**src/rtl/i2c_pkg.sv**
```systemverilog
// Shared I2C constants and target state encoding.
// Imported by both the target and the initiator.
package i2c_pkg;

    localparam int unsigned I2C_ADDR_LEN = 7;
    localparam int unsigned I2C_DAT_LEN  = 8;

    localparam logic I2C_READ  = 1'b1;
    localparam logic I2C_WRITE = 1'b0;

    typedef enum logic [2:0] {
        ST_IDLE,
        ST_ADDR,
        ST_ACK_ADDR,
        ST_RX,
        ST_ACK_RX,
        ST_TX,
        ST_ACK_TX,
        ST_IGNORE
    } i2c_tgt_st_e;

endpackage

```
**src/rtl/i2c_target_if.sv**
```systemverilog
// Bus pins plus fabric byte handshake of the I2C target.
// slave = the target side, master = whoever drives it.
interface i2c_target_if;
    import i2c_pkg::*;

    logic                   scl;
    logic                   sda_in;
    logic                   sda_oe;
    logic                   rx_valid;
    logic [I2C_DAT_LEN-1:0] rx_data;
    logic [I2C_DAT_LEN-1:0] tx_data;
    logic                   tx_load;
    logic                   busy;

    modport slave (
        input  scl,
        input  sda_in,
        input  tx_data,
        output sda_oe,
        output rx_valid,
        output rx_data,
        output tx_load,
        output busy
    );

    modport master (
        output scl,
        output sda_in,
        output tx_data,
        input  sda_oe,
        input  rx_valid,
        input  rx_data,
        input  tx_load,
        input  busy
    );

endinterface

```
**src/rtl/i2c_sync_edge.sv**
```systemverilog
// Two-flop synchronizer with rise/fall detect on the synced value.
// Resets to the idle bus level so no false edge follows reset.
module i2c_sync_edge #(
    parameter logic RST_VAL = 1'b1
) (
    input  logic clk,
    input  logic rst_n,
    input  logic d_i,
    output logic lvl_o,
    output logic rise_o,
    output logic fall_o
);

    logic meta_q;
    logic sync_q;
    logic prev_q;

    always_ff @(posedge clk or negedge rst_n) begin
        if (!rst_n) begin
            meta_q <= RST_VAL;
            sync_q <= RST_VAL;
            prev_q <= RST_VAL;
        end else begin
            meta_q <= d_i;
            sync_q <= meta_q;
            prev_q <= sync_q;
        end
    end

    assign lvl_o  = sync_q;
    assign rise_o = sync_q & ~prev_q;
    assign fall_o = ~sync_q & prev_q;

endmodule

```
**src/rtl/i2c_target.sv**
```systemverilog
// Single-address I2C target: oversampled SCL/SDA, open-drain SDA,
// written bytes out to fabric, read bytes served from fabric.
module i2c_target
    import i2c_pkg::*;
#(
    parameter logic [I2C_ADDR_LEN-1:0] OWN_ADDR = 7'h42,
    parameter int unsigned             DAT_LEN  = I2C_DAT_LEN
) (
    input logic         clk,
    input logic         rst_n,
    i2c_target_if.slave bus
);

    localparam logic [2:0] CNT_LAST = 3'(DAT_LEN - 1);

    logic scl_lvl, scl_rise, scl_fall;
    logic sda_lvl, sda_rise, sda_fall;
    logic start_det, stop_det;

    i2c_tgt_st_e        st_q, st_d;
    logic [2:0]         cnt_q, cnt_d;
    logic [DAT_LEN-1:0] sh_q, sh_d;
    logic [DAT_LEN-1:0] samp;
    logic               ph_q, ph_d;
    logic               rw_q, rw_d;
    logic               oe_q, oe_d;
    logic               busy_q, busy_d;
    logic               rxv_q, rxv_d;
    logic [DAT_LEN-1:0] rxd_q, rxd_d;
    logic               txl_q, txl_d;

    i2c_sync_edge #(.RST_VAL(1'b1)) u_scl (
        .clk    (clk),
        .rst_n  (rst_n),
        .d_i    (bus.scl),
        .lvl_o  (scl_lvl),
        .rise_o (scl_rise),
        .fall_o (scl_fall)
    );

    i2c_sync_edge #(.RST_VAL(1'b1)) u_sda (
        .clk    (clk),
        .rst_n  (rst_n),
        .d_i    (bus.sda_in),
        .lvl_o  (sda_lvl),
        .rise_o (sda_rise),
        .fall_o (sda_fall)
    );

    assign start_det = sda_fall & scl_lvl;
    assign stop_det  = sda_rise & scl_lvl;
    assign samp      = {sh_q[DAT_LEN-2:0], sda_lvl};

    always_ff @(posedge clk or negedge rst_n) begin
        if (!rst_n) begin
            st_q   <= ST_IDLE;
            cnt_q  <= '0;
            sh_q   <= '0;
            ph_q   <= 1'b0;
            rw_q   <= I2C_WRITE;
            oe_q   <= 1'b0;
            busy_q <= 1'b0;
            rxv_q  <= 1'b0;
            rxd_q  <= '0;
            txl_q  <= 1'b0;
        end else begin
            st_q   <= st_d;
            cnt_q  <= cnt_d;
            sh_q   <= sh_d;
            ph_q   <= ph_d;
            rw_q   <= rw_d;
            oe_q   <= oe_d;
            busy_q <= busy_d;
            rxv_q  <= rxv_d;
            rxd_q  <= rxd_d;
            txl_q  <= txl_d;
        end
    end

    // ph_q marks the second half of an ACK slot (ACK driven / ACK seen).
    always_comb begin
        st_d   = st_q;
        cnt_d  = cnt_q;
        sh_d   = sh_q;
        ph_d   = ph_q;
        rw_d   = rw_q;
        oe_d   = oe_q;
        busy_d = busy_q;
        rxv_d  = 1'b0;
        rxd_d  = rxd_q;
        txl_d  = 1'b0;

        if (start_det) begin
            st_d  = ST_ADDR;
            cnt_d = '0;
            ph_d  = 1'b0;
            oe_d  = 1'b0;
        end else if (stop_det) begin
            st_d   = ST_IDLE;
            cnt_d  = '0;
            ph_d   = 1'b0;
            oe_d   = 1'b0;
            busy_d = 1'b0;
        end else begin
            unique case (st_q)
                ST_IDLE: ;
                ST_ADDR: begin
                    if (scl_rise) begin
                        sh_d  = samp;
                        cnt_d = cnt_q + 3'd1;
                        if (cnt_q == CNT_LAST) begin
                            if (samp[DAT_LEN-1:1] == OWN_ADDR) begin
                                busy_d = 1'b1;
                                rw_d   = samp[0];
                                st_d   = ST_ACK_ADDR;
                            end else begin
                                busy_d = 1'b0;
                                st_d   = ST_IGNORE;
                            end
                        end
                    end
                end
                ST_ACK_ADDR: begin
                    if (scl_fall) begin
                        if (!ph_q) begin
                            oe_d = 1'b1;
                            ph_d = 1'b1;
                        end else begin
                            ph_d  = 1'b0;
                            cnt_d = '0;
                            if (rw_q == I2C_READ) begin
                                st_d  = ST_TX;
                                sh_d  = bus.tx_data;
                                txl_d = 1'b1;
                                oe_d  = ~bus.tx_data[DAT_LEN-1];
                            end else begin
                                st_d = ST_RX;
                                oe_d = 1'b0;
                            end
                        end
                    end
                end
                ST_RX: begin
                    if (scl_rise) begin
                        sh_d  = samp;
                        cnt_d = cnt_q + 3'd1;
                        if (cnt_q == CNT_LAST) begin
                            st_d = ST_ACK_RX;
                        end
                    end
                end
                ST_ACK_RX: begin
                    if (scl_fall) begin
                        if (!ph_q) begin
                            oe_d  = 1'b1;
                            ph_d  = 1'b1;
                            rxd_d = sh_q;
                            rxv_d = 1'b1;
                        end else begin
                            oe_d = 1'b0;
                            ph_d = 1'b0;
                            st_d = ST_RX;
                        end
                    end
                end
                ST_TX: begin
                    if (scl_fall) begin
                        if (cnt_q == CNT_LAST) begin
                            oe_d  = 1'b0;
                            cnt_d = '0;
                            st_d  = ST_ACK_TX;
                        end else begin
                            cnt_d = cnt_q + 3'd1;
                            sh_d  = {sh_q[DAT_LEN-2:0], 1'b0};
                            oe_d  = ~sh_q[DAT_LEN-2];
                        end
                    end
                end
                ST_ACK_TX: begin
                    if (scl_rise) begin
                        if (sda_lvl) begin
                            st_d = ST_IGNORE;
                        end else begin
                            ph_d = 1'b1;
                        end
                    end else if (scl_fall && ph_q) begin
                        ph_d  = 1'b0;
                        cnt_d = '0;
                        sh_d  = bus.tx_data;
                        txl_d = 1'b1;
                        oe_d  = ~bus.tx_data[DAT_LEN-1];
                        st_d  = ST_TX;
                    end
                end
                ST_IGNORE: ;
                default: st_d = ST_IDLE;
            endcase
        end
    end

    assign bus.sda_oe   = oe_q;
    assign bus.busy     = busy_q;
    assign bus.rx_valid = rxv_q;
    assign bus.rx_data  = rxd_q;
    assign bus.tx_load  = txl_q;

endmodule

```
**src/flat_wrapper.sv**
```systemverilog
// flat-port wrapper written by rule: the top's interface ports become plain ports
module i2c_target_flat import i2c_pkg::*;
#(
    parameter logic [I2C_ADDR_LEN-1:0] OWN_ADDR = 7'h42,
    parameter int unsigned             DAT_LEN  = I2C_DAT_LEN
)
  (clk, rst_n, bus_scl, bus_sda_in, bus_tx_data, bus_sda_oe, bus_rx_valid, bus_rx_data, bus_tx_load, bus_busy);
  i2c_target_if bus_i ();
  input logic clk;
  input logic rst_n;
  input wire logic [$bits(bus_i.scl)-1:0] bus_scl;
  input wire logic [$bits(bus_i.sda_in)-1:0] bus_sda_in;
  input wire logic [$bits(bus_i.tx_data)-1:0] bus_tx_data;
  output wire logic [$bits(bus_i.sda_oe)-1:0] bus_sda_oe;
  output wire logic [$bits(bus_i.rx_valid)-1:0] bus_rx_valid;
  output wire logic [$bits(bus_i.rx_data)-1:0] bus_rx_data;
  output wire logic [$bits(bus_i.tx_load)-1:0] bus_tx_load;
  output wire logic [$bits(bus_i.busy)-1:0] bus_busy;
  assign bus_i.scl = bus_scl;
  assign bus_i.sda_in = bus_sda_in;
  assign bus_i.tx_data = bus_tx_data;
  assign bus_sda_oe = bus_i.sda_oe;
  assign bus_rx_valid = bus_i.rx_valid;
  assign bus_rx_data = bus_i.rx_data;
  assign bus_tx_load = bus_i.tx_load;
  assign bus_busy = bus_i.busy;
  i2c_target #(.OWN_ADDR(OWN_ADDR), .DAT_LEN(DAT_LEN)) u_core (.clk(clk), .rst_n(rst_n), .bus(bus_i));
endmodule
```
**config.mk**
```make
export PLATFORM = sky130hd
export DESIGN_NAME = i2c_target_flat
export DESIGN_NICKNAME = d
export VERILOG_FILES = /design/src/rtl/i2c_pkg.sv /design/src/rtl/i2c_target_if.sv /design/src/rtl/i2c_sync_edge.sv /design/src/rtl/i2c_target.sv /design/src/flat_wrapper.sv
export SDC_FILE = /design/constraint.sdc
export NUM_CORES = 1
export LEC_CHECK = 0
export BUFFER_PORTS_ARGS = -buffer_cell sky130_fd_sc_hd__buf_2
export CAP_MARGIN = 20
export CORE_MARGIN = 5
export CORE_UTILIZATION = 40
export DETAILED_ROUTE_END_ITERATION = 16
export PLACE_DENSITY_LB_ADDON = 0.2
export SLEW_MARGIN = 25
export SYNTH_ARGS = -nofsm -noshare
export SYNTH_HDL_FRONTEND = slang
export SYNTH_HIERARCHICAL = 1
export SYNTH_SLANG_ARGS = --single-unit
```
**constraint.sdc**
```tcl
create_clock -name clk -period 2 [get_ports clk]
set_input_delay 0 -clock clk [delete_from_list [all_inputs] [get_ports clk]]
set_output_delay 0 -clock clk [all_outputs]
set_load 0.03 [all_outputs]
```
# [Word level (Yosys, flattened, before mapping)]
# Cells that the tools add are included.
[word_totals] reg_bits=34 inputBits=12 wordCells=156
[classes] add_sub_neg=1 n_eq_ne=33 mux=72 bitwise=15 n_reduce_logical=19
[op_table] operator="$mux W3" n=26
[op_table] operator="$mux W8" n=8
[op_table] operator="$ne A4 B1 Y1 const B" n=13
[op_table] operator="$mux W1" n=32
[op_table] operator="$pmux W8 S4" n=1
[op_table] operator="$pmux W3 S6" n=1
[op_table] operator="$reduce_and A13 Y1" n=1
[op_table] operator="$eq A3 B3 Y1 const B" n=4
[op_table] operator="$ne A2 B1 Y1 const B" n=6
[op_table] operator="$pmux W3 S4" n=1
[op_table] operator="$reduce_and A6 Y1" n=2
[op_table] operator="$reduce_bool A6 Y1" n=2
[op_table] operator="$reduce_and A11 Y1" n=1
[op_table] operator="$ne A5 B5 Y1 const B" n=2
[op_table] operator="$not A1 Y1" n=9
[op_table] operator="$reduce_and A4 Y1" n=2
[op_table] operator="$reduce_bool A4 Y1" n=2
[op_table] operator="$reduce_bool A8 Y1" n=1
[op_table] operator="$eq A7 B7 Y1 const B" n=1
[op_table] operator="$reduce_and A7 Y1" n=1
[op_table] operator="$and A1 B1 Y1" n=6
[op_table] operator="$eq A3 B2 Y1 const B" n=2
[op_table] operator="$reduce_bool A2 Y1" n=3
[op_table] operator="$ne A5 B1 Y1 const B" n=1
[op_table] operator="other kinds (9)" n=12

# [Depth between registers and ports, before layout]
# Gate-level depths: netlist (run 1).
[depth] word_depth=8 ltp_mapped=8 mapped_depth_nobuf=7

# [By module]
# The synthesis (run 1) kept the hierarchy.
[modules_own_cells] mod="i2c_target" n_inst=1 cells_each=174 area_each_um2=1699.1
[modules_own_cells] mod="i2c_sync_edge" n_inst=2 cells_each=5 area_each_um2=93.8

# [Worst setup path before layout (run 1)]
# No wires, ideal clock.
[synth_timing] path_kind="register to register" from="register u_core.u_scl.sync_q (netlist: u_core/u_scl/lvl_o)" to="register u_core.sh_q[6]" arrival_ns=1.738 required_ns=1.917 path_slack_ns=0.179 stages_incl_launch_ff=8 path_cell_list="dfstp_2 nor2b_1 nand3b_1 a21oi_1 o31ai_2 buf_4 nand2_1 o21ai_0"
[synth_via] word_cells_on_any_way=14
[synth_lines] item="start: declaration" line_no="i2c_sync_edge.sv:15" rtl="logic sync_q;"
[synth_lines] item="start signal: assignment" line_no="i2c_sync_edge.sv:25" rtl="sync_q <= meta_q;"
[synth_lines] item="$and A1 B1 Y1 (*)" line_no="i2c_sync_edge.sv:31" rtl="assign rise_o = sync_q & ~prev_q;"
[synth_lines] item="net u_core.scl_rise" line_no="i2c_target.sv:16" rtl="logic scl_lvl, scl_rise, scl_fall;"
[synth_lines] item="$ne A2 B2 Y1 (no line) or $ne A2 B1 Y1 (tied branches)"
[synth_lines] item="$reduce_and A11 Y1 (no line) (*)"
[synth_lines] item="end signal: assignment" line_no="i2c_target.sv:58" rtl="sh_q <= '0;"
[synth_lines] item="end signal: assignment" line_no="i2c_target.sv:69" rtl="sh_q <= sh_d;"
[synth_lines] item="end: declaration" line_no="i2c_target.sv:22" rtl="logic [DAT_LEN-1:0] sh_q, sh_d;"
# Mark *: on every way through the listed nets, which the timed path passes. The rest lies on a longest branch.
# A chain may end at the register's enable or synchronous reset.

# [Final worst setup path (run 1)]
[layout_timing] from="register u_core.u_sda.sync_q (netlist: u_core/u_sda/lvl_o)" to="register u_core.sh_q[2]"
[layout_via] elab_chain_len=5 word_cells_on_any_way=8
[layout_rtl] item="start: declaration" line_no="i2c_sync_edge.sv:15"
[layout_rtl] item="start signal: assignment" line_no="i2c_sync_edge.sv:25"
[layout_rtl] item="$not A1 Y1" line_no="i2c_sync_edge.sv:32" rtl="assign fall_o = ~sync_q & prev_q;"
[layout_rtl] item="$and A1 B1 Y1" line_no="i2c_sync_edge.sv:32"
[layout_rtl] item="net u_core.sda_fall" line_no="i2c_target.sv:17" rtl="logic sda_lvl, sda_rise, sda_fall;"
[layout_rtl] item="$and A1 B1 Y1" line_no="i2c_target.sv:50" rtl="assign start_det = sda_fall & scl_lvl;"
[layout_rtl] item="$not A1 Y1 (no line)"
[layout_rtl] item="$reduce_and A11 Y1 (no line)"
# The timed path passes the listed nets, and every way through them passes these cells.

==> flow_summary.toml, run 1 <==
[synth]
synth_top_area_share_pct = 37.1
syn_area_um2 = 1890
ys.flop_type = "dfrtp_1"
synth.most_common_cell = "dfrtp_1"
synth_nets = 198
synthArstFlopShare_pct = 100
synth_top_area_cell = "dfrtp_1"
synth_edf_count = 0
syn_inst = 184
yosysUniqueCellTypes = 47
avgSynthCellArea_um2 = 10.3
synth.yosys.seq_area_share_pct = 45.5
synth_area_leaders = "dfrtp_1 (37%), dfstp_2 (8.4%), mux2i_1 (5.8%)"
yosys_warnings = 6
synth-seq-cells = 34
synth_commonest_cells = "dfrtp_1 (28), nand2_1 (20), a21oi_1 (17)"

[floorplan]
dieHeight_um = 78.7
rows = 25
die_w_um = 78.7
core-area_um2 = 4660
start_util_pct = 40.5
dieArea_um2 = 6190
io_pins = 24

[detailed_routing]
ant_nets = 0
drt-pass1-iter-count = 4
drt_first_iter_violations = 182
drc = 0
vias_per_cell = 5.45
vias = 1587
wire_per_inst_um = 16.8
routed_wl_um = 4890

[cells_and_area]
syn_to_final_growth_pct = 28.0
n_fill_cell = 419
antenna_cells = 0
post-route-cell-area_um2 = 2410
drive_gt1_share_pct = 36.7
nets = 250

[critical_path]
worst-path-stages = 6
path_buf_inv = 0
slowest_delay_ns = 0.61
ff2ff_path_depth = 6
crit_arrival_ns = 2.15
end_kind = "flop"
crit_path_top_delay_cell = "dfstp_2"
r2r_setup_slack_ns = 0.01
r2r_start = "u_core/u_sda/lvl_o$_DFF_PN1_"
critPathTopFamily = "compound AO/OA/AOI/OAI gates"
cp-start-kind = "flop"
setup.worst_path.end = "u_core/sh_q[2]$_DFFE_PN0P_"
rr_endpoint = "u_core/sh_q[2]$_DFFE_PN0P_"
path_cells = "and2b_2, o21a_4, a311oi_4, o31ai_4, nand2_1, o21ai_0"
cp.required_ns = 2.16
critPathMaxFanout = 8
critical_path_class = "reg2reg"
worstSetupStartpoint = "u_core/u_sda/lvl_o$_DFF_PN1_"

[timing]
setup_viol = 0
slew_viol_final = 0
finalHoldViolCount = 2
tightest_slew_ns = 0.769
relSlewSlack_pct = 48.7
holdWs_ns = -0.0102
tns_ns = 0
min_period_over_period_pct = 99.5
max_freq_ghz = 0.503
min_period_ns = 1.99
rsz0062_at_grt = "true"
clock_skew_ns = 0.00517

[clock_network]
clk_pin_slew_ns = 0.07
cts_buffers = 5
cts_tree = "built"
insertion_delay_ns = 0.29
clk_path_buf_depth = 2
htreeDepth = 2
cts-root-buf = "clkbuf_8"
clkSinkCount = 34

[outcome]
status = "finished with violations"
violations = "hold timing"

[global_routing]
use_met3_pct = 6.19
grt_max_degree = 35
overflow = 0
grt_first_pass_wirelength_um = 7880
grt_usage_pct = 16.8
first_global_vias = 1527
met1_usage_pct = 22.0
met2_usage_pct = 25.7
grt_busiest_layer = "met2"
antenna_found_initial = 0

[run]
maxCapViolCount = 0

[power_and_ir_drop]
vdd_drop_max_v = 0.000701
cellPowerDensity_nw_per_um2 = 1460
p_leak_uw = 0.00110

[placement]
portBuffers = 23
hpwl_um = 3380
gp_congestion = 0.937
place_area_um2 = 2150

[hold_path]
hold_class = "in2reg"
worstHoldStart = "bus_tx_data[3]"
-- layout make-up --
class / instances / area [µm²] / area share [%]
Clock buffer: 5 / 68.8 / 2.85
Multi-Input combinational cell: 135 / 993 / 41.1
Inverter: 7 / 26.3 / 1.09
Tap cell: 54 / 67.6 / 2.80
Timing Repair Buffer: 53 / 355 / 14.7
Sequential cell: 34 / 858 / 35.5
Clock inverter: 3 / 45.0 / 1.87
-- how the worst min path moves through the flow --
stage / cells after the start / endpoint / slack [ns]
after floorplan: 0 / u_core/bus.busy$_DFFE_PN0P_ / -0.30
after global placement: 1 / u_core/u_sda/meta_q$_DFF_PN1_ / 0.11
after detailed placement: 1 / u_core/u_sda/meta_q$_DFF_PN1_ / 0.11
after CTS: 3 / u_core/sh_q[3]$_DFFE_PN0P_ / 0.0004
after global routing: 3 / u_core/sh_q[4]$_DFFE_PN0P_ / 0.01
final: 3 / u_core/sh_q[3]$_DFFE_PN0P_ / -0.01
-- cells in the final DEF, fill, tap and decap left out, types with 3 or more instances in the layout --
cell type / instances
buf_2: 23
nand3_1: 3
dfrtp_1: 28
nor3_1: 3
o211ai_1: 3
mux2i_1: 11
dlygate4sd3_1: 6
mux2_2: 9
inv_1: 5
buf_4: 24
nand3b_1: 4
clkbuf_8: 5
a21oi_1: 16
nor2_1: 8
nand2_1: 20
o21ai_1: 10
o21ai_0: 8
dfstp_2: 6
-- report_power, final --
group	switching [µW]	total (µW)	internal, µW
Combinational	1030	1780	754
Clock	265	636	371
Sequential	211	1120	905
-- per-stage QoR --
step | setup slack (ns) | total power (µW) | hold WS [ns] | util (%) | instances
after CTS | 0.0193 | 3440 | 0.000413 | 50.3 | 288
after global routing | -0.0742 | 3820 | 0.0142 | 51.8 | 291
after detailed placement | -0.157 | 2750 | 0.106 | 46.2 | 273
after floorplan | 0.179 | 2290 | -0.296 | - | 184
after global placement | -0.0701 | 2730 | 0.105 | 46.2 | 273
final | 0.0105 | 3540 | -0.0102 | 51.8 | 291
-- routing by layer --
metal	wire length, µm	share of wire (%)
met1	2210	45
met2	2360	48
met3	219	4.5
met4	97	2.0
met5	0	0
-- worst min-delay path: stages --
cell     delay (ns)
buf_2          0.08
mux2i_1        0.05
o21ai_1        0.11
-- state kept, by name, indices dropped and copies added, names as in the netlist, 3 cells and up --
register            cells
u_core/st_q             3
u_core/sh_q             8
u_core/bus.rx_data      8
u_core/cnt_q            3
-- logic make-up after synthesis --
group | count (synthesis) | synth area share (%)
adders and majority gates | 2 | 1.33
muxes | 20 | 11.2
and+or+nand+nor | 57 | 17.8
xor gates and xnor gates | 1 | 0.464
buffers and inverters | 16 | 5.30
AOI/OAI and AO/OA | 54 | 18.4
DFF | 34 | 45.5
-- what timing repair did --
| item | CTS | global route |
|---|---|---|
| endpoints found under the setup margin | 9 | 12 |
| pin swaps | 1 | 7 |
| hold buffers | 6 | 0 |
| buffers inserted | 1 | 2 |
| gates cloned | 0 | 1 |
| endpoints found under the hold margin | 33 | 0 |
| gates resized for setup | 1 | 14 |
Power figures use the tool's default switching activity.
==> run 2: changes to the inputs <==
--- a/config.mk
+++ b/config.mk
@@ -7,7 +7,6 @@
 export LEC_CHECK = 0
 export BUFFER_PORTS_ARGS = -buffer_cell sky130_fd_sc_hd__buf_2
 export CAP_MARGIN = 20
-export CORE_MARGIN = 5
 export CORE_UTILIZATION = 40
 export DETAILED_ROUTE_END_ITERATION = 16
 export PLACE_DENSITY_LB_ADDON = 0.2
==> run 2 against run 1 <==
Net effect:
- the flow finishes with violations (DRC)
- wire length shrank 11%
- sequential share of layout area grew 2.2 points
- critical path depth grew 1
- via count shrank 0.76%
- clock power shrank 16%
- clock skew grew 0.0034 ns
- global-route usage grew 2.0 points
- combinational power shrank 15%
- utilization shrank 0.57 points
- largest power group unchanged
- highest routed layer unchanged
==> flow_summary.toml, run 2 (synthesis results as in run 1) <==
[outcome]
status = "finished with violations"
violations = "DRC"

[critical_path]
cp-start-kind = "flop"
rr_endpoint = "u_core/cnt_q[1]$_DFFE_PN0P_"
path_cells = "nor2b_1, buf_4, nand2_1, a21oi_1, a21oi_1, or3b_1, a21oi_1"
slowest_delay_ns = 0.57
worst-path-stages = 7
r2r_start = "u_core/u_scl/lvl_o$_DFF_PN1_"
r2r_setup_slack_ns = 0.1
crit_path_top_delay_cell = "dfstp_2"
critical_path_class = "reg2reg"
critPathMostFrequentCell = "a21oi_1"
end_kind = "flop"
cp.required_ns = 2.20
ff2ff_path_depth = 7
path_buf_inv = 1
crit_arrival_ns = 2.10
critPathTopFamily = "simple AND/OR/NAND/NOR gates"
setup.worst_path.end = "u_core/cnt_q[1]$_DFFE_PN0P_"
critPathMaxFanout = 7
worstSetupStartpoint = "u_core/u_scl/lvl_o$_DFF_PN1_"

[clock_network]
clkSinkCount = 34
htreeDepth = 2
insertion_delay_ns = 0.29
clk_path_buf_depth = 2
cts_tree = "built"
cts_buffers = 5
cts-root-buf = "clkbuf_8"
clk_pin_slew_ns = 0.07

[hold_path]
hold_class = "in2reg"

[floorplan]
io_pins = 24
start_util_pct = 42.5
rows = 24
dieHeight_um = 70.7
core-area_um2 = 4440
die_w_um = 70.7
dieArea_um2 = 5000

[power_and_ir_drop]
vdd_drop_max_v = 0.000923
p_leak_uw = 0.00105
cellPowerDensity_nw_per_um2 = 1420
p_total_uw = 3240

[timing]
min_period_over_period_pct = 95.2
slew_viol_final = 0
relSlewSlack_pct = 48.2
rsz0062_at_grt = "false"
tns_ns = 0
setup_viol = 0
clock_skew_ns = 0.00859
max_freq_ghz = 0.525
min_period_ns = 1.90
finalHoldViolCount = 0
tightest_slew_ns = 0.776

[detailed_routing]
vias = 1575
drt_first_iter_violations = 128
vias_per_cell = 5.60
wire_per_inst_um = 15.4
routed_wl_um = 4340
drt-pass1-iter-count = 10
ant_nets = 0
drc = 2

[global_routing]
grt_first_pass_wirelength_um = 7360
grt_max_degree = 35
grt_usage_pct = 18.7
first_global_vias = 1617
overflow = 0
antenna_found_initial = 0

[cells_and_area]
drive_gt1_share_pct = 33.6
final_common_cell = "dfrtp_1"
syn_to_final_growth_pct = 20.7
final_cell_mix = "dfrtp_1 (27), buf_2 (23), nand2_1 (20)"
post-route-cell-area_um2 = 2280
antenna_cells = 0
nets = 242

[placement]
portBuffers = 23
place_area_um2 = 2090
gp_congestion = 0.841
hpwl_um = 2970

[run]
maxCapViolCount = 0
## run 2: worst min-delay path by stage
stage	start	end	slack (ns)	cells after the start
final	bus_tx_data[2]	u_core/sh_q[2]$_DFFE_PN0P_	0.009	3
after global routing	bus_tx_data[2]	u_core/sh_q[2]$_DFFE_PN0P_	0.02	3
after CTS	bus_tx_data[2]	u_core/sh_q[2]$_DFFE_PN0P_	0.006	3
after detailed placement	bus_scl	u_core/u_scl/meta_q$_DFF_PN1_	0.11	1
after global placement	rst_n	u_core/ph_q$_DFFE_PN0P_	0.11	1
after floorplan	rst_n	u_core/bus.busy$_DFFE_PN0P_	-0.30	0
## run 2: final cells by class
type                            instances  area (µm²)
Fill cell                             429        2170
Tap cell                               52        65.1
Sequential cell                        34         860
Inverter                                7        26.3
Timing Repair Buffer                   46         300
Clock inverter                          2        12.5
Multi-Input combinational cell        134         931
Clock buffer                            6        82.6
## run 2: worst reg2reg max path: cells and delay by family (launching register included)
family / cells / cell delay, ns
simple gates: 3 / 0.62
flops: 1 / 0.57
compound gates: 3 / 0.47
buf+inv: 1 / 0.15
## run 2: per-layer routing
metal | part of all wire, % | vias to the layer above | global-route usage (%)
met3 | 3.9 | 8 | 3.42
met1 | 45 | 756 | 23.4
met5 | 0 | - | 0
li1 | - | 759 | -
met4 | 1.5 | 0 | 8.89
met2 | 50 | 52 | 31.5
## run 2: report_power, final
| part | switching [µW] | internal [µW] | leakage [µW] |
|---|---|---|---|
| sequential | 281 | 905 | 0.000427 |
| combinational | 854 | 670 | 0.000576 |
| clock | 257 | 277 | 0.0000472 |
## run 2: what timing repair did
item                                   4_1_cts  5_1_grt
hold buffers                                 5        0
setup endpoints to repair                    0        8
setup buffers                                0        5
resized for setup                            0        4
endpoints found under the hold margin       32        0
## run 2: through the flow
step                setup slack [ns]  utilization [%]  instances  hold WS (ns)
floorplan                      0.179                -        184        -0.296
global placement               0.137             47.0        263         0.105
detailed placement            0.0509             47.0        263         0.107
CTS                        0.0000928             50.3        276       0.00610
global route                 0.00627             51.2        281        0.0190
finish                        0.0951             51.2        281       0.00945
==> run 3: changes to the inputs <==
--- a/config.mk
+++ b/config.mk
@@ -10,6 +10,7 @@
 export CORE_UTILIZATION = 40
 export DETAILED_ROUTE_END_ITERATION = 16
 export PLACE_DENSITY_LB_ADDON = 0.2
+export RECOVER_POWER = 100
 export SLEW_MARGIN = 25
 export SYNTH_ARGS = -nofsm -noshare
 export SYNTH_HDL_FRONTEND = slang
==> run 3 against run 2 <==
Net effect:
- the run still ends with DRC left
- die area unchanged
- design area down 1.2%
- maximum frequency rose by 0.37%
- count of clock-buffer cells in the layout unchanged
- largest power group unchanged
==> flow_summary.toml, run 3 (synthesis results as in run 1) <==
[detailed_routing]
wire_per_inst_um = 15.4
drc = 2
vias_per_cell = 5.60
drt_first_iter_violations = 133
drt-pass1-iter-count = 10
routed_wl_um = 4340
ant_nets = 0
vias = 1575

[floorplan]
start_util_pct = 42.5
die_w_um = 70.7
rows = 24
core-area_um2 = 4440
dieHeight_um = 70.7
dieArea_um2 = 5000
io_pins = 24

[cells_and_area]
antenna_cells = 0
post-route-cell-area_um2 = 2250
regArea_um2 = 860
final_common_cell = "dfrtp_1"
final_cell_mix = "dfrtp_1 (27), nand2_1 (20), a21oi_1 (17)"
n_fill_cell = 433
nets = 242
fin_util_pct = 50.6
multi_input_area_um2 = 930
syn_to_final_growth_pct = 19.3
drive_gt1_share_pct = 26.6

[global_routing]
first_global_vias = 1617
grt_usage_pct = 18.7
overflow = 0
grt_first_pass_wirelength_um = 7360
antenna_found_initial = 0
grt_max_degree = 35

[critical_path]
ff2ff_path_depth = 7
rr_endpoint = "u_core/cnt_q[1]$_DFFE_PN0P_"
r2r_start = "u_core/u_scl/lvl_o$_DFF_PN1_"
setup.worst_path.end = "u_core/cnt_q[1]$_DFFE_PN0P_"
cp-start-kind = "flop"
end_kind = "flop"
critical_path_class = "reg2reg"
cp.required_ns = 2.20
worstSetupStartpoint = "u_core/u_scl/lvl_o$_DFF_PN1_"
critPathMaxFanout = 7
crit_arrival_ns = 2.10
r2r_setup_slack_ns = 0.10

[timing]
tns_ns = 0
min_period_over_period_pct = 94.9
clock_skew_ns = 0.00690
max_freq_ghz = 0.527
finalHoldViolCount = 0
setup_viol = 0
min_period_ns = 1.90
slew_viol_final = 0
rsz0062_at_grt = "false"
tightest_slew_ns = 0.871
relSlewSlack_pct = 42.0

[clock_network]
cts_buffers = 5
insertion_delay_ns = 0.28
clk_path_buf_depth = 2
clk_pin_slew_ns = 0.07
cts_tree = "built"
cts-root-buf = "clkbuf_8"
htreeDepth = 2
clkSinkCount = 34

[power_and_ir_drop]
p_leak_uw = 0.000993
vdd_drop_max_v = 0.000890
cellPowerDensity_nw_per_um2 = 1420

[outcome]
status = "finished with violations"
violations = "DRC"

[run]
maxCapViolCount = 0

[placement]
portBuffers = 23
hpwl_um = 2970
gp_congestion = 0.841
place_area_um2 = 2090

[hold_path]
worstHoldStart = "bus_tx_data[2]"
hold_class = "in2reg"
-- run 3: layout make-up --
class	count	area share, %
repair buffers	46	12.2
flip-flops and latches	34	38.2
clock inverters	2	0.556
multi-input cells	134	41.3
clock buffers	6	3.67
inverters	7	1.17
well taps	52	2.89
-- run 3: worst max-delay path: stages, from the launching register on --
cell and delay [ns]:
dfstp_2 0.56, nor2b_1 0.14, buf_4 0.15, nand2_1 0.08
a21oi_1 0.18, a21oi_1 0.12, or3b_1 0.40, a21oi_1 0.18
-- run 3: worst min-delay path by stage --
| stage | to | slack (ns) | cells past startpoint |
|---|---|---|---|
| after floorplan | u_core/bus.busy$_DFFE_PN0P_ | -0.30 | 0 |
| after global placement | u_core/ph_q$_DFFE_PN0P_ | 0.11 | 1 |
| after detailed placement | u_core/u_scl/meta_q$_DFF_PN1_ | 0.11 | 1 |
| after CTS | u_core/sh_q[2]$_DFFE_PN0P_ | 0.006 | 3 |
| after global routing | u_core/sh_q[2]$_DFFE_PN0P_ | 0.02 | 3 |
| final | u_core/sh_q[2]$_DFFE_PN0P_ | 0.01 | 3 |
-- run 3: per-layer routing --
layer / part of all wire (%) / global-route usage, % / up-vias
met3: 4.2 / 3.42 / 10
li1: - / - / 762
met4: 2.0 / 8.89 / 0
met5: 0 / 0 / -
met2: 49 / 31.5 / 47
met1: 44 / 23.4 / 756
-- run 3: what timing repair did --
| action | CTS | global route |
|---|---|---|
| hold buffers | 5 | 0 |
| resized for setup | 0 | 4 |
| endpoints found under the hold margin | 32 | 0 |
| endpoints found under the setup margin | 0 | 8 |
| buffers inserted | 0 | 5 |
-- run 3: report_power, final --
| part | internal [µW] | switching (µW) |
|---|---|---|
| logic | 628 | 850 |
| clock network | 277 | 254 |
| registers | 905 | 283 |
| total | 1810 | 1390 |
-- run 3: per-stage QoR --
step	hold slack (ns)	std cells	setup WS [ns]	total power, µW
2_1_floorplan	-0.296	184	0.179	2290
3_3_place_gp	0.105	263	0.137	2590
3_5_place_dp	0.107	263	0.0509	2640
4_1_cts	0.00610	276	0.0000928	3200
5_1_grt	0.0190	281	0.00603	3430
6_report	0.0106	281	0.102	3200
